[src/rtl/swsc_frame_ctrl.sv]
// Frame sequencer feeding the swsc convolution core: size latch, row/frame framing, output counting.
// Define SWSC_FRAME_CTRL_TIMEOUT_EN to add a drain watchdog that aborts a stuck frame with o_err.
module swsc_frame_ctrl #(
  parameter int DATA_W      = 8,
  parameter int KERNEL_H    = 7,
  parameter int MAX_IMG_W   = 640,
  parameter int MAX_IMG_H   = 480,
  parameter int TIMEOUT_CYC = 4096
) (
  input  logic                             i_clk,
  input  logic                             i_rst,
  input  logic                             i_start,
  input  logic [$clog2(MAX_IMG_W+1)-1:0]   i_cfg_w,
  input  logic [$clog2(MAX_IMG_H+1)-1:0]   i_cfg_h,
  input  logic                             i_src_vld,
  input  logic [DATA_W-1:0]                i_src_data,
  output logic                             o_src_rdy,
  input  logic                             i_rdy,
  output logic                             o_vld,
  output logic                             o_eor,
  output logic                             o_eof,
  output logic [DATA_W-1:0]                o_data,
  input  logic                             i_out_vld,
  input  logic                             i_out_rdy,
  output logic                             o_busy,
  output logic                             o_done,
  output logic                             o_err
);

  localparam int CW  = $clog2(MAX_IMG_W+1);
  localparam int HW  = $clog2(MAX_IMG_H+1);
  localparam int OCW = $clog2(MAX_IMG_W*MAX_IMG_H+1);

  typedef enum logic [1:0] {IDLE, RUN, DRAIN} state_t;

  state_t         state_q, state_d;
  logic [CW-1:0]  col_q, col_d, cfg_w_q;
  logic [HW-1:0]  row_q, row_d, cfg_h_q;
  logic [OCW-1:0] cnt_q, cnt_d, n_q, n_calc;
  logic           busy_q, done_q, done_d, err_q, err_d, load;
  logic           run, in_hs, out_hs, col_last, row_last, cfg_ok, wd_expire;

  // Forward path: pure pass-through while a frame is being fed, forced quiet otherwise.
  assign run       = (state_q == RUN);
  assign o_vld     = run && i_src_vld;
  assign o_src_rdy = run && i_rdy;
  assign o_data    = run ? i_src_data : '0;
  assign in_hs     = o_vld && i_rdy;
  assign out_hs    = (state_q != IDLE) && i_out_vld && i_out_rdy;

  assign col_last  = (col_q == cfg_w_q - CW'(1));
  assign row_last  = (row_q == cfg_h_q - HW'(1));
  assign o_eor     = o_vld && col_last;
  assign o_eof     = o_eor && row_last;

  assign o_busy    = busy_q;
  assign o_done    = done_q;
  assign o_err     = err_q;

  assign cfg_ok = (i_cfg_w >= CW'(KERNEL_H)) && (i_cfg_w <= CW'(MAX_IMG_W)) &&
                  (i_cfg_h >= HW'(KERNEL_H)) && (i_cfg_h <= HW'(MAX_IMG_H));

  // Valid-window output count for a frame: (W-K+1)*(H-K+1).
  assign n_calc = OCW'(i_cfg_w - CW'(KERNEL_H - 1)) * OCW'(i_cfg_h - HW'(KERNEL_H - 1));

`ifdef SWSC_FRAME_CTRL_TIMEOUT_EN
  localparam int WW = $clog2(TIMEOUT_CYC+1);
  logic [WW-1:0] wd_q, wd_d;

  always_comb begin
    wd_d = '0;
    if (state_q == DRAIN && !out_hs) wd_d = wd_q + 1'b1;
  end

  always_ff @(posedge i_clk or posedge i_rst) begin
    if (i_rst) wd_q <= '0;
    else       wd_q <= wd_d;
  end

  assign wd_expire = (state_q == DRAIN) && !out_hs && (wd_q == WW'(TIMEOUT_CYC - 1));
`else
  // Without the watchdog the limit has no effect.
  wire unused_timeout = (TIMEOUT_CYC != 0);
  assign wd_expire = 1'b0;
`endif

  always_comb begin
    state_d = state_q;
    col_d   = col_q;
    row_d   = row_q;
    cnt_d   = cnt_q;
    done_d  = 1'b0;
    err_d   = 1'b0;
    load    = 1'b0;
    unique case (state_q)
      IDLE: begin
        if (i_start) begin
          if (cfg_ok) begin
            load    = 1'b1;
            col_d   = '0;
            row_d   = '0;
            cnt_d   = '0;
            state_d = RUN;
          end else begin
            err_d = 1'b1;
          end
        end
      end
      RUN: begin
        if (out_hs) cnt_d = cnt_q + 1'b1;
        if (in_hs) begin
          if (col_last) begin
            col_d = '0;
            if (row_last) begin
              row_d   = '0;
              state_d = DRAIN;
            end else begin
              row_d = row_q + 1'b1;
            end
          end else begin
            col_d = col_q + 1'b1;
          end
        end
      end
      DRAIN: begin
        if (out_hs) cnt_d = cnt_q + 1'b1;
        if (cnt_d >= n_q) begin
          done_d  = 1'b1;
          state_d = IDLE;
        end else if (wd_expire) begin
          err_d   = 1'b1;
          state_d = IDLE;
        end
      end
      default: state_d = IDLE;
    endcase
  end

  always_ff @(posedge i_clk or posedge i_rst) begin
    if (i_rst) begin
      state_q <= IDLE;
      col_q   <= '0;
      row_q   <= '0;
      cnt_q   <= '0;
      busy_q  <= 1'b0;
      done_q  <= 1'b0;
      err_q   <= 1'b0;
    end else begin
      state_q <= state_d;
      col_q   <= col_d;
      row_q   <= row_d;
      cnt_q   <= cnt_d;
      busy_q  <= (state_d != IDLE);
      done_q  <= done_d;
      err_q   <= err_d;
    end
  end

  // Frame geometry is data: only meaningful after an accepted start, so no reset.
  always_ff @(posedge i_clk) begin
    if (load) begin
      cfg_w_q <= i_cfg_w;
      cfg_h_q <= i_cfg_h;
      n_q     <= n_calc;
    end
  end

endmodule

[config.mk]
export PLATFORM = sky130hd
export DESIGN_NAME = swsc_frame_ctrl
export DESIGN_NICKNAME = d
export VERILOG_FILES = /design/src/rtl/swsc_frame_ctrl.sv
export SDC_FILE = /design/constraint.sdc
export NUM_CORES = 1
export LEC_CHECK = 0
export CORE_UTILIZATION = 51
export DETAILED_ROUTE_END_ITERATION = 12
export PLACE_DENSITY = 0.74
export REMOVE_ABC_BUFFERS = 1
export SLEW_MARGIN = 20
export SYNTH_ARGS = -nofsm -noshare
export SYNTH_HDL_FRONTEND = slang
export SYNTH_SLANG_ARGS = --single-unit
[constraint.sdc]
create_clock -name i_clk -period 5.2 [get_ports i_clk]
set_input_delay 0.78 -clock i_clk [delete_from_list [all_inputs] [get_ports i_clk]]
set_output_delay 0.78 -clock i_clk [all_outputs]
set_load 0.03 [all_outputs]
# Word-level counts from Yosys, hierarchy flattened
# Cells that the tools add are included.
[op_classes] n_addsub=7 n_mul=1 n_lt_le_gt_ge=5 n_eq_ne=8 muxes=32 reduce_logical=18
[op_table] op="two-way mux 19 bit" count=4
[op_table] op="one-hot mux 19 bit (3 select lines)" count=1
[op_table] op="two-way mux 9 bit" count=5
[op_table] op="two-way mux 10 bit" count=4
[op_table] op="one-hot mux 10 bit (2 select lines)" count=1
[op_table] op="adder 19 x 1 -> 19 bit (second input constant)" count=1
[op_table] op=">= comparator 19 bit" count=1
[op_table] op="multiplier 11 x 10 -> 19 bit" count=1
[op_table] op="one-hot mux 9 bit (2 select lines)" count=1
[op_table] op="two-way mux 2 bit" count=6
[op_table] op="subtractor 10 x 3 -> 11 bit (second input constant)" count=1
[op_table] op="adder 10 x 1 -> 10 bit (second input constant)" count=1
[op_table] op="equality test 10 bit" count=1
[op_table] op=">= comparator 10 x 3 -> 1 bit (second input constant)" count=1
[op_table] op="<= comparator 10 bit (second input constant)" count=1
[op_table] op="logical AND 1 bit" count=10
[op_table] op="subtractor 10 x 1 -> 10 bit (second input constant)" count=1
[op_table] op="subtractor 9 x 3 -> 10 bit (second input constant)" count=1
[op_table] op="adder 9 x 1 -> 9 bit (second input constant)" count=1
[op_table] op="equality test 9 bit" count=1
[op_table] op=">= comparator 9 x 3 -> 1 bit (second input constant)" count=1
[op_table] op="<= comparator 9 bit (second input constant)" count=1
[op_table] op="subtractor 9 x 1 -> 9 bit (second input constant)" count=1
[op_table] op="two-way mux 1 bit" count=8
[op_table] op="12 further kinds" count=16
[totals] regBits=81 in_bits=34 wordCells=81

# Depth between registers and ports, before layout
# Gate-level depths: netlist of run 1.
[logic_depth] word_depth=9 depth_mapped=24

# Least setup slack after synthesis of run 1
# OpenSTA, ideal clock, no wires.
[synth_timing] path_kind="in2reg" startpoint="in i_cfg_w[1]" endpoint="reg n_q[17] (data pin)" arrival_time_ns=6.063 required_ns=4.942 path_slack_ns=-1.120 cell_stages=20 cell_sequence="ha_1 -> nor3_1 -> nor3b_1 -> xor2_1 -> nand2_1 -> fa_1 -> inv_1 -> fa_1 -> fa_1 -> fa_1 -> inv_1 -> fa_1 -> inv_1 -> ha_1 -> or2_2 -> a21oi_1 -> a31oi_1 -> a21o_1 -> a21oi_1 -> xnor2_1"
[synth_between] elab_chain_len=2
[synth_rtl] element="start: declaration" line="13" text="input logic [$clog2(MAX_IMG_W+1)-1:0] i_cfg_w,"
[synth_rtl] element="subtractor 10 x 3 -> 11 bit" line="64" text="assign n_calc = OCW'(i_cfg_w - CW'(KERNEL_H - 1)) * OCW'(i_cfg_h - HW'(KERNEL_H - 1));"
[synth_rtl] element="multiplier 11 x 10 -> 19 bit" line="64"
[synth_rtl] element="net n_calc[17]" line="39" text="logic [OCW-1:0] cnt_q, cnt_d, n_q, n_calc;"
[synth_rtl] element="end signal: assignment" line="164" text="n_q <= n_calc;"
[synth_rtl] element="end: declaration" line="39"
# The timed path passes the listed nets, and every way through them passes these cells.
# A chain may end at the register's enable or synchronous reset.

# Worst setup path after layout of run 1
[layout_timing] startpoint="in i_cfg_h[4]" endpoint="reg n_q[18] (data pin)"
[layout_between] elab_chain_len=2
[layout_rtl] element="start: declaration" line="14" text="input logic [$clog2(MAX_IMG_H+1)-1:0] i_cfg_h,"
[layout_rtl] element="subtractor 9 x 3 -> 10 bit" line="64"
[layout_rtl] element="multiplier 11 x 10 -> 19 bit" line="64"
[layout_rtl] element="net n_calc[18]" line="39"
# The timed path passes the listed nets, and every way through them passes these cells.

==> results of run 1 <==
-- timing repair --
item | 4_1_cts | 5_1_grt
hold buffers | 0 | 0
gates resized for setup | 144 | 44
setup buffers | 21 | 9
pin swaps | 96 | 38
endpoints found under the setup margin | 13 | 13
-- logic make-up after synthesis --
logic type,after synthesis
and+or+nand+nor,340
DFF,81
buffers and inverters,184
adders and majority gates,167
xor gates and xnor gates,87
AOI/OAI and AO/OA,141
-- synthesized netlist by cell type, types with 3 or more instances --
cell,instances,area (µm²)
xor2_1,32,280.3
fa_1,90,1802
inv_1,161,604.3
o21ai_1,6,30.03
or2_1,6,37.54
nor2_1,76,285.3
and3_1,14,87.58
o21ai_0,40,200.2
nand2_1,90,337.8
edfxtp_1,38,1141
o21a_1,3,22.52
nor2b_1,11,68.82
or2_2,4,25.02
nand4_1,9,56.30
o2111ai_1,3,26.28
a31oi_1,10,62.56
nand2b_1,24,150.1
nor3_1,23,115.1
a21oi_1,29,145.1
o31ai_1,16,120.1
nand3_1,23,115.1
o211ai_1,3,22.52
xnor2_1,55,481.7
clkbuf_1,17,63.81
a21o_1,5,37.54
ha_1,77,963.4
or3_1,8,50.05
dfrtp_1,43,1076
and2_1,29,181.4
nor4_1,6,37.54
a22o_1,5,43.79
-- power by group --
part | internal [mW] | switching, mW | leakage [nW]
Clock | 0.373 | 0.288 | 0.154
Combinational | 2.19 | 2.30 | 4.43
Sequential | 0.897 | 0.0696 | 0.947
-- worst register-to-register path, delay by kind of cell (launching register included) --
family / cells / cell delay, ps
AOI/OAI and AO/OA: 1 / 430
xor gates and xnor gates: 1 / 150
adders and majority gates: 2 / 480
buffers and inverters: 2 / 290
DFF: 1 / 380
and+or+nand+nor: 10 / 2740
-- worst paths after layout --
check	from	endpoint	slack [ps]	cells after the start
setup / recovery	i_cfg_h[4]	n_q[18]	-860	20
hold / removal	cnt_q[17]	cnt_q[17]	510	1
setup reg to reg	state_q[0]	o_busy	660	16
hold reg to reg	cnt_q[17]	cnt_q[17]	510	1
max in group asynchronous	i_rst	cnt_q[17]	3920	3
min in group asynchronous	i_rst	row_q[2]	900	3
-- per-layer routing --
metal,global-route usage,vias up,routed length (µm),share of wire
met2,0.4802,332,12290,0.50
met5,0,-,0,0
li1,-,3654,-,-
met4,0.1130,0,971,0.040
met1,0.3374,3846,9800,0.40
met3,0.03928,78,1335,0.055
-- sequential cells by signal, indices dropped and copies added (netlist names) --
| name | flops |
|---|---|
| row_q | 9 |
| o_err | 1 |
| o_done | 1 |
| col_q | 10 |
| n_q | 19 |
| o_busy | 1 |
| cnt_q | 19 |
| cfg_w_q | 10 |
| cfg_h_q | 9 |
| state_q | 2 |
-- stage by stage --
stage	utilization	setup WS [ps]
final	0.6861	-856.1
after global routing	0.6861	-978.2
after CTS	0.6718	-689.2
after detailed placement	0.6166	-1748
after global placement	0.6166	-1581
after floorplan	-	-1120
-- area by class of cell --
type | instances | area (µm²) | area share
Clock buffer | 11 | 264.0 | 0.02217
Clock inverter | 5 | 43.79 | 0.003678
Inverter | 161 | 606.8 | 0.05096
Multi-Input combinational cell | 735 | 6817 | 0.5724
Sequential cell | 81 | 2217 | 0.1862
Tap cell | 225 | 281.5 | 0.02364
Timing Repair Buffer | 198 | 1678 | 0.1409
==> results, run 1 <==
- Among all flip-flop cells after synthesis, the most frequent one is dfrtp_1.
- Across all setup checks in the final design, the least slack found is -856.1 ps.
- Counting along the longest clock path gives a buffer depth of 2.
- The fraction of the mapped netlist area in simple logic gates is 0.1886.
- The number of global-route vias before repair is between 8,000 and 9,000.
- At the pin with the least slew margin, the transition time is between 700 and 800 ps.
- Summed over all layers, the global routing overflow is 0.
- Buffers inserted during clock tree synthesis total 9.
- The final standard cell area without fillers is roughly 12,000 µm².
- The die extent in y is 135.6 µm.
- The wire-length estimate of the detail-placed layout is 16,890 µm.
- The slowest stage of the critical path is the fa_2 cell.
- The total number of clock tree sinks is between 80 and 90.
- The die area is 18,380 µm².
- The core area is approximately 17,000 µm².
- The first global-routing pass estimated ~39,000 µm of wire.
- Of the cells placed in the final design, the portion with a size suffix greater than 1 is 0.2385.
- The maximum single-stage delay on the critical path is ~600 ps.
- The clock reaches the later pin of the worst-skew pair after 350 ps.
- The design draws just over 6 mW.
- The max-cap violation count is 0.
- Counting the fill cells in the layout gives 1,239.
- Setup repair after global routing could not meet its margin everywhere.
- The synthesized-area fraction occupied by ao, oa, aoi and oai cells was 0.1018.
- Pin placement for this block handled a little under 50 I/O pins.
- The worst ir drop on vdd is 0.5322 mV.
- For this run, design rule violations remaining after detail routing come to 0.
- The required time of the worst setup path is 5310 ps.
- At the end of routability-driven placement, the weighted congestion stood at just over 0.9.
- Summing over every cut layer, the via total after detailed routing is a little under 8,000.
- The power density over cell area is about 510 nW/µm².
- The critical path goes through buf_6 -> or4_4 -> or3_4 -> or3_4 -> fa_2 -> fa_1 -> inv_1 -> fa_1 -> fa_1 -> inv_1 -> fa_1 -> inv_2 -> ha_4 -> and3_4 -> a31oi_4 -> a21oi_2 -> nand2_1 -> o21ai_1 -> a21oi_1 -> xnor2_1.
- The clock period minus final worst setup slack is between 6000 and 7000 ps.
- The count of state elements after synthesis is roughly 80.
- The count of yosys warnings during synthesis is 0.
- Setup violations remaining at the end of the flow were counted as 10.
- Of the total synthesized cell area, the portion taken by XOR and XNOR cells is 0.08376.
- The cell family contributing the most delay on the critical path is adder cells.
- The number of distinct standard cells referenced by the synthesized netlist is 64.
- The sum of routed wire length over all layers is between 20,000 and 25,000 µm.
- STA classifies the critical path startpoint as a primary input.
- After synthesis, the largest family of logic cells by area is adder cells.
- In this run, synthesis inferred 38 flip-flops with an integrated enable.
- Clock skew on the completed layout was measured at about 10 ps.
- In the routed layout, each cell is associated on average with a via count of approximately 5.6.
- The count of buffers inserted at the top-level ports is 48.
- The most prevalent standard cell on the critical path is fa_1.
- Hold is met by just over 500 ps.
- The number of iterations in the first detailed-routing pass is 5.
- TritonCTS built the clock tree.
- Data arrives at the worst endpoint at around 6200 ps.
- The share of the Yosys chip area taken by registers is 0.2437.
- The width of the die is ~140 µm.
- The library cell used most frequently in the layout, excluding fill and tap cells, is inv_1.
- The starting density of the core is 0.5241.
- The count of nets left with antenna violations once routing finished came out at 0.
- The placed instances occupy a cell area of 10,700 µm².
- The buffer type at the clock tree root is clkbuf_16.
- The checks that failed: negative setup slack.
- The global-route usage over all layers is 0.2743.
- The number of failing hold endpoints at the final stage is 0.
- Entering global routing, the biggest net connects 44 pins.
- The count of routing violations after the opening detailed-route iteration is between 400 and 500.
- The number of cells in the design after placement is roughly 1,400.
- The final layout contains ~1,400 nets.
- The share of the clock period used by the worst path after layout is 1.165.
- The area growth from synthesis to layout is 30.89%.
- In the synthesized netlist the async set-or-reset flop fraction comes to 0.5309.
- In the layout the commonest cells are inv_1, buf_4, nand2_1, fa_1, nor2_1.
- The number of antenna violations at the first check in global routing is 0.
- The clock tree synthesis step divided the H-tree into 3 levels.
- The cell area after technology mapping is a little over 9000 µm².
- The final max-slew violation count is 0.
- The worst pin sits at a relative slew slack of 0.5000.
- Along the worst path, the maximum fanout reaches 3.
- For the final routed database, the setup TNS stands at -6211 ps.
- The peak clock frequency supported by timing is between 0.15 and 0.2 GHz.
- The critical setup path kind is primary input to flop.
- The clock transition time at the flip-flop clock pins of the worst setup and hold paths is 70 ps.
- The total buffers and inverters traversed by the critical path is 4.
- The repair_antennas step left the layout with diodes totalling 0.
- Measured against the total synthesized area, the mux share comes to 0.
- The wire length per cell after detailed routing is ~17 µm.
- The flow ran to the end, but the final reports show violations.
- The final non-filler cell total is 1,416.
- The share of synthesized cell area in full adder, half adder and majority cells is 0.3039.
- STA classifies the critical path endpoint as a flop.
- The static leakage power is 5.536 nW.
- After floorplanning, the core was divided into 48 placement rows.
- The post-synthesis area per instance is about 9 µm².
- Synthesis produced a netlist whose cell count is about 1,000.
- The type of the most critical hold path is flop to flop.
Note: power is estimated with default switching activity, not from simulation.
==> run 2: changes to the inputs <==
Settings changed: PLACE_DENSITY 0.74 to 0.73.
==> run 2 against run 1 <==
Net effect:
- the flow still finishes with violations (negative setup slack)
- global-route usage fell by 1.5 points
- critical path depth is the same
- via count down 1.1%
- cell area decreased by 0.27%
- utilization shrank 0.19 points
- maximum frequency grew 1.6%
- largest power group unchanged
- highest routed layer unchanged
- first-iteration DRC count increased by 4.4%
- clock-buffer cell count fell by 2
- critical path type unchanged
==> results, run 2 (same netlist as run 1, synthesis figures left out) <==
- The power after layout is about 6.1 mW.
- The final worst-path setup slack is -759.4 ps.
- The number of placement rows is 48.
- In this run the standard cell core region covers around 17,000 µm².
- Summing all placed instances gives a cell area of approximately 11,000 µm².
- The number of global-route vias before repair came to 7,879.
- The insertion delay of the later-clocked pin in the worst-skew pair is between 300 and 400 ps.
- The number of antenna violations at the first check in global routing was 0.
- The flow ran to the end, but the final reports show violations.
- Timing would allow up to between 0.15 and 0.2 GHz.
- The die extent in y is ~140 µm.
- For this configuration, the core starts out at a cell density of 0.5241.
- In this run the deepest clock path goes through 2 buffers.
- The total number of clock tree sinks is between 80 and 90.
- Dividing the detail-routed via count by the number of cells gives between 5 and 6.
- The count of buffers inserted at the top-level ports is 48.
- Counting the fill cells in the layout gives around 1,300.
- Detailed placement finished with a half-perimeter wire length of between 15,000 and 20,000 µm.
- The first detailed-routing pass took 5 iterations.
- The number of vias in the routed layout is about 8,000.
- In this run the horizontal extent of the chip is about 140 µm.
- The H-tree depth is 3.
- Setup repair after global routing could not meet its margin everywhere.
- The count of routing violations after the opening detailed-route iteration is about 480.
- After detailed routing, the average wire length per cell comes to between 15 and 20 µm.
- The checks that failed: negative setup slack.
- The max-cap violation count is 0.
- The power density over cell area is a little over 500 nW/µm².
- The global-route usage over all layers is 0.2595.
- The analysis attributes to cell leakage a power of 5.550 nW.
- In this run the remaining antenna-violating nets after routing total 0.
- The number of endpoints failing setup at the final stage is 10.
- In the layout the commonest cells are inv_1, buf_4, nand2_1, fa_1, ha_1.
- TritonCTS built the clock tree.
- The clock tree skew after final layout is 11.33 ps.
- The final standard cell area without fillers is 11,880 µm².
- The kind of start point of the critical path is a primary input.
- The number of hold-repair buffers added at the cts stage is 0.
- STA classifies the critical path endpoint as a flop.
- The worst-case IR drop observed on VDD is around 0.57 mV.
- The number of failing hold endpoints at the final stage was 0.
- The slew at the pin with the worst max-slew slack is 724.0 ps.
- Entering global routing, the biggest net connects 44 pins.
- Wires add up to between 20,000 and 25,000 µm.
- The setup path with the least slack is of type primary input to flop.
- The die area is 18,380 µm².
- The number of antenna diodes in the final layout is 0.
- The area added between synthesis and finish is 30.53%.
- The final max-slew violation count is 0.
- Global routing finished with a remaining overflow of 0.
- The worst path in the final design needs a cycle of 5959 ps, including I/O delays and setup.
- The remaining max-slew budget at the tightest pin is 0.5139.
- Of all nets on the critical path, the largest fanout is 3.
- In this run the count of I/O pins placed on the die edge is between 40 and 50.
- The most common cell after layout, fill and taps aside is inv_1.
- The tree is rooted in a clkbuf_16.
- The share of the clock period used by the worst path after layout is 1.146.
- The number of nets in the layout is roughly 1,400.
- The arrival time at the worst endpoint is 6070 ps.
- The first global-routing pass estimated approximately 37,000 µm of wire.
- In the final layout, the share of cells above drive strength 1 is 0.2401.
- The remaining design rule violation count is 0.
- At the end of routability-driven placement, the weighted congestion stood at ~0.92.
- The type of the most critical hold path is flop to flop.
- The largest registers in the layout are cnt_q (19), n_q (19).
- STA puts the critical path data required time at about 5300 ps.
- The number of CTS-inserted buffers is 9.
- Clock-pin slew was measured on the worst setup and hold paths at ~70 ps.
-- run 2: changes by cell type in the layout (fill, tap and decap cells not counted), moves of 4 or more --
cell     change
nand2_2      -5
buf_4        +4
buf_6        -5
nand2_1      +5
-- run 2: final cells by class --
| class | instances | area (µm²) | area share |
|---|---|---|---|
| Inverter | 161 | 606.8 | 0.05110 |
| Tap cell | 225 | 281.5 | 0.02371 |
| Timing Repair Buffer | 198 | 1667 | 0.1403 |
| Clock buffer | 9 | 225.2 | 0.01897 |
| Sequential cell | 81 | 2217 | 0.1867 |
| Multi-Input combinational cell | 735 | 6824 | 0.5747 |
| Clock inverter | 7 | 53.80 | 0.004531 |
-- run 2: path summary, 6_finish.rpt --
path                       slack [ps]   endpoint  cells after the start       start
min in group asynchronous         880      o_err                      3       i_rst
max                              -760    n_q[18]                     20  i_cfg_h[4]
max in group asynchronous        3940  cnt_q[17]                      3       i_rst
max reg2reg                       660     o_busy                     16  state_q[0]
min                               520  cnt_q[18]                      1   cnt_q[18]
min reg2reg                       520  cnt_q[18]                      1   cnt_q[18]
-- run 2: routing by layer --
layer / share of wire / GRT usage / up-vias
li1: - / - / 3656
met1: 0.41 / 0.3315 / 3824
met2: 0.51 / 0.4427 / 280
met3: 0.048 / 0.02918 / 66
met4: 0.037 / 0.1142 / 0
met5: 0 / 0 / -
-- run 2: timing repair --
item | CTS | global route
resized for setup | 115 | 79
cloned | 0 | 1
pin swaps | 77 | 51
setup endpoints to repair | 13 | 13
buffers inserted | 13 | 15
endpoints found under the hold margin | 0 | 0
-- run 2: stage by stage --
step | instances | util | setup TNS (ps) | hold slack (ps) | setup WS (ps)
floorplan | 977 | - | -8830 | 468.4 | -1120
global placement | 1372 | 0.6153 | -15660 | 487.8 | -1586
detailed placement | 1372 | 0.6153 | -16790 | 493.9 | -1704
CTS | 1400 | 0.6569 | -4304 | 512.3 | -723.8
global route | 1416 | 0.6842 | -6509 | 523.0 | -939.3
finish | 1416 | 0.6842 | -5128 | 516.7 | -759.4
-- run 2: power by group --
part           switching, mW  leakage (nW)  total (mW)  internal (mW)
clock                  0.282         0.142       0.611          0.329
combinational           2.31          4.46        4.50           2.19
sequential            0.0698         0.947       0.967          0.897
-- run 2: worst max-delay path: stages --
cell and delay, ps:
buf_6 90, or4_4 570, or3_4 370, or3_4 400, fa_1 510, fa_1 590
inv_2 50, fa_1 440, fa_1 490, inv_1 50, fa_1 490, inv_2 50
ha_4 260, and3_4 190, a31oi_4 100, a21oi_2 210, nand2_2 90, o21ai_2 120
a21oi_1 90, xnor2_1 120
==> run 3: changes to the inputs <==
Settings changed: CTS_BUF_LIST set to sky130_fd_sc_hd__clkbuf_4 sky130_fd_sc_hd__clkbuf_8.
==> run 3 against run 2 <==
Net effect:
- the flow still finishes with violations (negative setup slack)
- non-clock buffer count increased by 8
- worst setup slack improved by 99 ps
- combinational power increased by 2%
- clock-buffer cell count unchanged
- maximum frequency increased by 1.7%
- utilization increased by 0.094 points
- global-route usage about the same
- flip-flop and latch count unchanged
- first-iteration DRC count increased by 4.8%
- worst hold slack improved by 2.8 ps
- highest routed layer unchanged
==> results, run 3 (same netlist as run 1, synthesis figures left out) <==
- The met2 usage is 0.4478.
- In this run the deepest clock path goes through 2 buffers.
- In the layout the commonest cells are inv_1, buf_4, fa_1, nand2_1, ha_1.
- After routing, the total negative slack on setup checks comes to -4103 ps.
- The first global-routing pass estimated 37,200 µm of wire.
- The clock transition time at the flip-flop clock pins of the worst setup and hold paths is about 100 ps.
- The run finished, with violations left.
- The static leakage power is about 5.6 nW.
- The buffer type at the clock tree root is clkbuf_8.
- The congestion estimate from routability-driven global placement came to between 0.9 and 1.
- The remaining global-route overflow is 0.
- In this run the count of I/O pins placed on the die edge is between 40 and 50.
- The highest net fanout along the worst path is 5.
- The max-cap violation count is 0.
- Entering global routing, the biggest net connects 44 pins.
- The met1 demand-to-capacity share in global routing is 0.3305.
- The worst setup path is captured at a flop.
- TritonCTS created 9 clock buffers.
- The repair_antennas step left the layout with diodes totalling 0.
- The count of routing violations after the opening detailed-route iteration is 500.
- The most prevalent standard cell on the critical path is fa_1.
- Hold repair after CTS inserted 0 buffers.
- Setup repair after global routing could not meet its margin everywhere.
- The critical path in this run is classified as primary input to flop.
- The core area is between 15,000 and 20,000 µm².
- The number of fill cells in the layout is 1,258.
- The maximum single-stage delay on the critical path is 540 ps.
- The final max-slew violation count was 0.
- The number of buffers and inverters on the critical path is 9.
- Dividing the detail-routed via count by the number of cells gives ~5.6.
- Row generation in the floorplan step produced 48 rows.
- The most common cell after layout, fill and taps aside is inv_1.
- The number of global-route vias before repair is 7,894.
- The detail route stage leaves a number of antenna-violating nets equal to 0.
- Setup slack on the critical path of the routed design comes to -660.3 ps.
- The final reports fail on negative setup slack.
- The cell with the largest stage delay on the worst path is fa_1.
- The H-tree depth is 3.
- The area growth from synthesis to layout is 30.71%.
- The number of iterations in the first detailed-routing pass is 5.
- Summing all non-filler instances in the final layout gives an area of roughly 12,000 µm².
- The worst ir drop on vdd is between 0.5 and 0.6 mV.
- The critical path's top delay family is adder cells.
- The TritonCTS clock tree is done.
- met2 is the most crowded layer.
- The die covers roughly 18,000 µm².
- Hold timing on the final database bottoms out at a slack of 519.5 ps.
- Dividing the final minimum period by the clock period gives 1.127.
- The number of antenna violations at the first check in global routing is 0.
- Data on the critical path arrives at its endpoint at ~6000 ps.
- The number of endpoints failing setup at the final stage is 9.
- Measured on the finished design, the core utilization comes to 0.6851.
- The die extent in y is ~140 µm.
- At the end of the flow, the number of nets in the layout was 1,395.
- The clock tree skew after final layout is 17.75 ps.
- After detailed routing, the average wire length per cell comes to 17.22 µm.
- The met3 track demand over resource in global routing is 0.03367.
- The minimum setup slack after placement is -1704 ps.
- The type of the most critical hold path is flop to flop.
- At the worst endpoint, the required time is roughly 5300 ps.
- The worst setup path is launched from a primary input.
- At the pin with the least slew margin, the transition time is about 680 ps.
- At the later pin of the worst-skew pair, clock insertion delay measures around 380 ps.
- After detailed routing, the number of remaining DRC violations is 0.
- The clock period minus final worst setup slack is 5860 ps.
- Power spread over the standard cell area amounts to 502.9 nW/µm².
- The peak clock frequency supported by timing is ~0.17 GHz.
- After legalization and detailed placement, the total HPWL measured between 15,000 and 20,000 µm.
- The floorplan step set the die width to 135.6 µm.
- The fraction of layout cells with a size suffix above 1 is 0.2594.
- The remaining max-slew budget at the tightest pin is 0.5465.
- The global-route usage over all layers is 0.2600.
- After detailed placement, the total cell area comes to roughly 11,000 µm².
- Buffers placed on the I/O ports in this run total 48.
- The largest registers in the layout are cnt_q (19), n_q (19).
- The number of failing hold endpoints at the final stage came to 0.
- Wires add up to between 20,000 and 25,000 µm.
- The number of vias in the routed layout is 7,933.
- The total number of clock tree sinks is 81.
- For this configuration, the core starts out at a cell density of 0.5241.
-- run 3: cell types whose count changed in the layout (fill, tap and decap cells not counted), sizes merged --
cell / change
buf: +10
clkbuf: -1
clkdlybuf4s15: -1
-- run 3: worst register-to-register path, cell delays in order, from the launching register on --
cell and delay (ps):
dfrtp_1 420, inv_1 80, ha_1 260, and3b_1 420, nand4_4 180, or3_4 450
or2_1 350, or3_4 420, xnor2_1 140, ha_1 200, nor4_1 380, nand2_1 140
o41ai_1 450, buf_4 210, nor3_1 40, nor3_1 260, or2_1 150
-- run 3: area by class of cell --
class                           instances  area (µm²)  share of cell area
Clock buffer                            9       123.9             0.01042
Timing Repair Buffer                  206        1745              0.1468
Inverter                              161       606.8             0.05103
Clock inverter                          7       53.80            0.004524
Multi-Input combinational cell        735        6863              0.5771
Tap cell                              225       281.5             0.02367
Sequential cell                        81        2217              0.1864
-- run 3: layer usage --
layer  up-vias  wire length [µm]
met4         0              1171
met1      3832              9649
met2       320             12190
li1       3675                 -
met3       106              1511
met5         -                 0
-- run 3: where the power goes --
group	internal [mW]	total [mW]	switching (mW)
combinational	2.25	4.57	2.32
sequential	0.896	0.966	0.0702
clock	0.179	0.442	0.264
total	3.32	5.98	2.66
-- run 3: what timing repair did --
action                     in CTS  in global routing
setup endpoints to repair      13                 11
setup buffers                  19                 19
gates cloned                    0                  1
pin swaps                      83                 69
gates resized for setup       125                 98
-- run 3: worst paths after layout --
kind	slack, ps	endpoint	cells past startpoint	start
worst max-delay path	-660	n_q[18]	27	i_cfg_w[5]
worst min-delay path	520	cnt_q[17]	1	cnt_q[17]
worst max register to register	590	o_busy	16	state_q[1]
worst min register to register	520	cnt_q[17]	1	cnt_q[17]
max in group asynchronous	3950	cnt_q[17]	3	i_rst
min in group asynchronous	850	col_q[3]	3	i_rst
-- run 3: through the flow --
| step | total power, mW | instances |
|---|---|---|
| after global routing | 6.441 | 1424 |
| final | 5.980 | 1424 |
| after global placement | 4.034 | 1372 |
| after CTS | 5.221 | 1406 |
| after detailed placement | 4.113 | 1372 |
| after floorplan | 3.076 | 977 |
